==> config.mk <==
export PLATFORM = sky130hd
export DESIGN_NAME = fetch_stage
export DESIGN_NICKNAME = d
export VERILOG_FILES = /design/src/rtl/fetch_stage_pkg.sv /design/src/rtl/fetch_stage.sv
export SDC_FILE = /design/constraint.sdc
export NUM_CORES = 1
export LEC_CHECK = 0
export CORE_UTILIZATION = 28
export CTS_CLUSTER_DIAMETER = 100
export DETAILED_ROUTE_END_ITERATION = 6
export PLACE_DENSITY = 0.51
export SYNTH_ARGS = -nofsm -noshare
export SYNTH_HDL_FRONTEND = slang
export SYNTH_SLANG_ARGS = --single-unit
==> constraint.sdc <==
create_clock -name clk -period 2 [get_ports clk]
set_input_delay 0.3 -clock clk [delete_from_list [all_inputs] [get_ports clk]]
set_output_delay 0.3 -clock clk [all_outputs]
set_load 0.005 [all_outputs]
==> src/rtl/fetch_stage_pkg.sv <==
// Shared definitions for the instruction fetch stage: widths, the NOOP
// encoding used to fill an empty output slot, and the fetch FSM states.
package fetch_stage_pkg;

   localparam int PROGRAM_ADDRESS_WIDTH = 16;
   localparam int INSTRUCTION_WIDTH     = 32;

   // addi x0, x0, 0
   localparam logic [INSTRUCTION_WIDTH-1:0] NOOP = 32'h0000_0013;

   typedef enum logic [1:0] {
      FS_ISSUE = 2'd0,
      FS_WAIT  = 2'd1,
      FS_HALT  = 2'd2
   } fetch_state_t;

endpackage

==> src/rtl/fetch_stage.sv <==
// Instruction fetch stage: owns the PC, keeps exactly one request to
// instruction memory in flight, and holds one fetched instruction for if_id.
//
// Handshake: o_imem_req is a one-cycle request that memory always accepts;
// the matching i_imem_rvalid arrives one or more cycles later. The output
// buffer is consumed on any cycle with o_valid=1 and i_stall=0.
module fetch_stage
   import fetch_stage_pkg::*;
#(
   parameter logic [PROGRAM_ADDRESS_WIDTH-1:0] RESET_PC = '0,
   parameter logic [PROGRAM_ADDRESS_WIDTH-1:0] PC_STEP  = PROGRAM_ADDRESS_WIDTH'(4)
) (
   input  logic                             clk,
   input  logic                             rst,
   input  logic                             i_stall,
   input  logic                             i_redirect,
   input  logic [PROGRAM_ADDRESS_WIDTH-1:0] i_redirect_pc,
   input  logic                             i_halt,
   output logic                             o_imem_req,
   output logic [PROGRAM_ADDRESS_WIDTH-1:0] o_imem_addr,
   input  logic                             i_imem_rvalid,
   input  logic [INSTRUCTION_WIDTH-1:0]     i_imem_rdata,
   output logic                             o_valid,
   output logic [PROGRAM_ADDRESS_WIDTH-1:0] o_pc,
   output logic [INSTRUCTION_WIDTH-1:0]     o_instruction,
   output logic [1:0]                       o_dbg_state
);

   localparam logic [PROGRAM_ADDRESS_WIDTH-1:0] ALIGN_MASK = PROGRAM_ADDRESS_WIDTH'(3);

   fetch_state_t                     state_q,     state_d;
   logic [PROGRAM_ADDRESS_WIDTH-1:0] pc_q,        pc_d;
   logic [PROGRAM_ADDRESS_WIDTH-1:0] req_pc_q,    req_pc_d;
   logic                             buf_valid_q, buf_valid_d;
   logic [PROGRAM_ADDRESS_WIDTH-1:0] buf_pc_q,    buf_pc_d;
   logic [INSTRUCTION_WIDTH-1:0]     buf_instr_q, buf_instr_d;
   logic                             kill_q,      kill_d;

   logic                             consume;
   logic                             req;
   logic [PROGRAM_ADDRESS_WIDTH-1:0] redirect_target;

   // Request decision, buffer drain and next-state selection for the fetch FSM.
   always_comb begin
      consume         = buf_valid_q & ~i_stall;
      redirect_target = i_redirect_pc & ~ALIGN_MASK;
      // A request needs a free (or freeing) buffer slot; reset low forces it off.
      req = rst & (state_q == FS_ISSUE) & (~buf_valid_q | consume)
            & ~i_redirect & ~i_halt;

      state_d     = state_q;
      pc_d        = pc_q;
      req_pc_d    = req_pc_q;
      buf_valid_d = buf_valid_q;
      buf_pc_d    = buf_pc_q;
      buf_instr_d = buf_instr_q;
      kill_d      = kill_q;

      if (consume) begin
         buf_valid_d = 1'b0;
      end

      unique case (state_q)
         FS_ISSUE: begin
            if (i_redirect) begin
               pc_d        = redirect_target;
               buf_valid_d = 1'b0;
            end else if (i_halt) begin
               state_d = FS_HALT;
            end else if (req) begin
               req_pc_d = pc_q;
               pc_d     = pc_q + PC_STEP;
               state_d  = FS_WAIT;
            end
         end
         FS_WAIT: begin
            if (i_redirect) begin
               pc_d        = redirect_target;
               buf_valid_d = 1'b0;
               if (i_imem_rvalid) begin
                  // Response and redirect together: the response is stale.
                  kill_d  = 1'b0;
                  state_d = FS_ISSUE;
               end else begin
                  // Response still in flight: remember to discard it.
                  kill_d = 1'b1;
               end
            end else if (i_imem_rvalid) begin
               if (kill_q) begin
                  kill_d = 1'b0;
               end else begin
                  buf_valid_d = 1'b1;
                  buf_pc_d    = req_pc_q;
                  buf_instr_d = i_imem_rdata;
               end
               state_d = i_halt ? FS_HALT : FS_ISSUE;
            end
         end
         FS_HALT: begin
            // Terminal until reset; only the buffer drain above applies.
         end
         default: begin
            state_d = FS_ISSUE;
         end
      endcase
   end

   // All fetch state, reset asynchronously to the program entry point.
   always_ff @(posedge clk or negedge rst) begin
      if (!rst) begin
         state_q     <= FS_ISSUE;
         pc_q        <= RESET_PC;
         req_pc_q    <= '0;
         buf_valid_q <= 1'b0;
         buf_pc_q    <= '0;
         buf_instr_q <= NOOP;
         kill_q      <= 1'b0;
      end else begin
         state_q     <= state_d;
         pc_q        <= pc_d;
         req_pc_q    <= req_pc_d;
         buf_valid_q <= buf_valid_d;
         buf_pc_q    <= buf_pc_d;
         buf_instr_q <= buf_instr_d;
         kill_q      <= kill_d;
      end
   end

   assign o_imem_req    = req;
   assign o_imem_addr   = pc_q;
   assign o_valid       = buf_valid_q;
   assign o_pc          = buf_pc_q;
   assign o_instruction = buf_valid_q ? buf_instr_q : NOOP;
   assign o_dbg_state   = state_q;

endmodule

## After elaboration in Yosys (flattened, before gate mapping)

Cells that the tools add are included.

| cells by class | value |
|---|---|
| add/sub/neg operators | 1 |
| $mul | 0 |
| div/mod/pow operators | 0 |
| $lt $le $gt $ge | 0 |
| equality and inequality tests | 8 |
| shift operators | 0 |
| mux-type cells | 23 |
| bitwise logic cells | 12 |
| reduce and logical (&&, ||, !) cells | 8 |

Operator list:

| kind | count |
|---|---|
| two-way mux 16 bit | 4 |
| two-way mux 32 bit | 1 |
| case mux 16 bit (2 select lines) | 1 |
| adder 16 x 3 -> 16 bit (second input constant) | 1 |
| AND reduction 4 bit | 4 |
| two-way mux 2 bit | 7 |
| inequality test 3 bit (second input constant) | 3 |
| two-way mux 1 bit | 8 |
| inequality test 2 bit (second input constant) | 3 |
| NOT 1 bit | 6 |
| case mux 2 bit (3 select lines) | 1 |
| AND 1 bit | 5 |
| nonzero test 2 bit | 2 |
| equality test 2 x 1 -> 1 bit (second input constant) | 1 |
| equality test 2 bit (second input constant) | 1 |
| zero test 2 bit | 1 |
| case mux 1 bit (2 select lines) | 1 |
| AND reduction 2 bit | 1 |
| bitwise OR 1 bit | 1 |

| word-level totals | value |
|---|---|
| flip-flop bits (word level) | 84 |
| latch bits | 0 |
| RAM bits | 0 |
| ROM bits | 0 |
| output and inout port bits | 68 |
| logic and storage cells | 59 |
| memories kept | 0 |

## Longest topological paths before layout

| logic depth | value |
|---|---|
| depth in word-level cells | 10 |
| mapped depth | 6 |
| mapped depth without buffers | 5 |

## Worst setup path before layout

No wires, ideal clock.

| path | value |
|---|---|
| path type | reg-to-reg |
| from | register pc_q[2] (netlist: o_imem_addr[2]) |
| to | register pc_q[10] (netlist: o_imem_addr[10]) |
| setup time | 79 ps |
| arrival time | 1405 ps |
| data required time | 1921 ps |
| slack | 516 ps |
| cell stages (with the launch flop) | 7 |
| period minus slack after synthesis | 1484 ps |
| cell sequence | dfrtp_1 > ha_1 > and4_1 > buf_4 > nand4_1 > a211oi_1 > a2bb2oi_1 |

| on the way | value |
|---|---|
| longest elaborated chain between the ends | 5 |

Ends and longest elaborated chain:

| what | RTL line | RTL |
|---|---|---|
| from (decl) | fetch_stage.sv:32 | `logic [PROGRAM_ADDRESS_WIDTH-1:0] pc_q, pc_d;` |
| from (signal assigned) | fetch_stage.sv:120 | `pc_q <= pc_d;` |
| adder 16 x 3 -> 16 bit | fetch_stage.sv:72 | `pc_d = pc_q + PC_STEP;` |
| two-way mux 16 bit | fetch_stage.sv:70 | `end else if (req) begin` |
| two-way mux 16 bit | fetch_stage.sv:68 | `end else if (i_halt) begin` |
| two-way mux 16 bit | fetch_stage.sv:65 | `if (i_redirect) begin` |
| case mux 16 bit (2 select lines) | fetch_stage.sv:63 | `unique case (state_q)` |

No other way between the ends. The select of a mux whose other input is x is not followed.
A chain may end at the register's enable or synchronous reset.

## Worst setup path after layout

| path | value |
|---|---|
| from | input port i_halt |
| to | output port o_imem_req |

| on the way | value |
|---|---|
| longest elaborated chain between the ends | 2 |

Ends and longest elaborated chain:

| what | RTL line | RTL |
|---|---|---|
| from (decl) | fetch_stage.sv:18 | `input logic i_halt,` |
| NOT 1 bit (no source line) | -- |  |
| AND 1 bit | fetch_stage.sv:49 | `& ~i_redirect & ~i_halt;` |
| to (decl) | fetch_stage.sv:19 | `output logic o_imem_req,` |

No other way between the ends.

==> metrics.yaml <==
netlist_area_sq_um: 3800
grt_pass1_vias: 3000
drc: 0
drt_iter0_drc: 99
slowest_delay_ps: 490
overflow: 0
antenna_cells: 0
yosysSeqAreaShare_pct: 51.5
drive_gt1_share_pct: 25.5
io_pins: 122
skew_ps: 4.40
cts_tree: "done"
vdd_ir_drop_max_mv: 0.450
hold_class: "in -> async"
avgViaCountPerCell: 4.67
slew_viol_final: 0
antenna_found_initial: 0
timing.setup.tns_ps: 0
crit_chain: "clkdlybuf4s50_1 > nor2_4 > nand4_4 > inv_1 > clkdlybuf4s50_1"
status: "finished clean"
path_clk_slew_ps: 60
clockRootBuffer: "clkbuf_16"
num_rows: 42
multi_input_area_sq_um: 1680
htree_levels: 3
drv_cap: 0
die_area_sq_um: 14000
dpl.hpwl_um: 6760
critical_path.max_fanout: 2
slew-limit-headroom_pct: 30.2
period_share_pct: 96.8
crit_family: "buffers and inverters"
start_util_pct: 28.7
yosysUniqueCellTypes: 51
layout_common_cells: "clkdlybuf4s50_1 (114), dfrtp_1 (73), and2_1 (30)"
cp_slowest_cell: "clkdlybuf4s50_1"
avgSynthCellArea_sq_um: 12.8
final-setup-viol-count: 0
fillers: 1275
die_w_um: 118
fin_cells: 600
gr-usage-all-layers_pct: 14.8
insertion_delay_ps: 340
regArea_sq_um: 1960
place.gp.congestion: 0.810
finalHoldViolCount: 0
core_sq_um: 13200
dpl_worst_slack_ps: 23.6
power.density_nw_per_um2: 908
dieHeight_um: 118
cp.required_ps: 1700
synth_top_family_by_area: "multiplexers"
synth-compound-area-share_pct: 9.61
synthCells: 296
critPathKind: "in -> out"
routedWlPerCell_um: 16.4
utilization_pct: 41.4
p_leak_nw: 2.43
layout_setup_ws_ps: 64.8
yosys_warnings: 0
grt_pass1_wl_um: 16100
cp-start-kind: "primary input"
clock_path_buffers: 2
dr.pass1.iters: 4
synthXorXnorAreaFrac_pct: 0
critical_path_buf_inv_count: 3
dp.cells: 584
hold_buffers: 0
path_common_cell: "clkdlybuf4s50_1"
layout_commonest_cell: "clkdlybuf4s50_1"
cp.arrival_ps: 1640
drt-total-wl_um: 9860
yosys.area_share.simple_pct: 13.9
ys_ff_latch: 78
fin_crit_ps: 1940
yosys-mux-area-fraction_pct: 20.0
grt_max_degree: 79
cts.sinks: 78
crit_path_end_kind: "primary output"
cts_buffers: 9
synthAdderAreaFrac_pct: 0.329
vias: 2803
final_antenna_net_count: 0
fmax_mhz: 517
rsz0062_at_grt: "no"
nNetsFinal: 474
worstMarginPinSlew_ps: 1050
io_buffers: 115
layout-area-overhead-vs-synth_pct: 44.4
[area by class of cell]
cell class,instances,area share (%)
sequential,78,35.7
multi-input combinational,194,30.6
timing repair buffer,131,23.6
clock buffer,12,4.49
tap,176,4.01
clock inverter,4,1.28
inverter,5,0.342
[registers in the layout, summed over array words and instances (netlist names)]
| signal | flops |
|---|---|
| o_pc | 14 |
| kill_q | 1 |
| req_pc_q | 14 |
| buf_instr_q | 32 |
| o_imem_addr | 14 |
| o_dbg_state | 2 |
| o_valid | 1 |
[layer usage]
layer  global-route usage [%]  wire length, um
met1                     20.2             4780
met2                     21.5             4230
met3                     5.12              725
met4                     5.22              123
met5                        0                0
[cell usage after synthesis (all sizes together)]
cell     instances  area share [%]
nor3             2            0.26
o31ai            3            0.59
clkbuf           3            0.30
nor2             7             1.2
or2b             1            0.20
mux2            57              20
nor3b            1            0.20
a2bb2oi          7             1.6
o22ai            7             1.2
mux2i            1            0.26
nor4             3            0.66
dfstp            3             2.1
nand3           11             1.6
nor4b            1            0.23
a21oi            6            0.79
nor2b            1            0.36
inv              5            0.49
dfrtp           75              49
or3              1            0.16
and3             3            0.49
buf             19             3.8
nand2            6            0.72
ha               1            0.33
nand4            6             1.5
a22oi            1            0.20
conb             1           0.099
o31a             1            0.23
nand2b           4            0.66
a32oi            1            0.23
o21bai           1            0.20
and2            30             4.9
and4             2            0.53
a211o            1            0.23
or2              1            0.16
a211oi          10             2.2
a31oi            1            0.56
o21ai           12             1.6
[power by group]
group / switching (W) / internal, W / total [W]
combinational: 0.000363 / 0.000641 / 0.00100
clock: 0.000644 / 0.00112 / 0.00177
sequential: 0.000325 / 0.00189 / 0.00221
[cells by family after synthesis]
group | count (synthesis)
AO/OA/AOI/OAI | 51
adder cells (fa/ha/maj) | 1
buffers and inverters | 27
flip-flops | 78
multiplexers | 58
other | 1
AND/OR/NAND/NOR | 80
[through the flow]
step / total power [W] / hold WS [ps] / instance area [sq um]
3_3_place_gp: 0.00323 / 468 / 5160
6_report: 0.00498 / 299 / 5490
2_1_floorplan: 0.00261 / 4.41 / 3810
4_1_cts: 0.00506 / 346 / 5480
5_1_grt: 0.00527 / 412 / 5490
3_5_place_dp: 0.00325 / 476 / 5160
[timing repair]
item / 4_1_cts / 5_1_grt
buffers inserted: 0 / 0
resized for setup: 2 / 3
endpoints found under the setup margin: 12 / 17
gates cloned: 0 / 0
[worst paths after layout]
check	from	end	slack [ps]	cells after the start
hold reg to reg	req_pc_q[11]	req_pc_q[11]	490	2
min in group clk	req_pc_q[11]	req_pc_q[11]	490	2
setup / recovery	i_halt	o_imem_req	60	5
setup reg to reg	o_dbg_state[1]	o_imem_addr[13]	260	5
hold / removal	rst	kill_q	300	2
max in group asynchronous	rst	o_dbg_state[0]	970	2
Power figures use the tool's default switching activity.
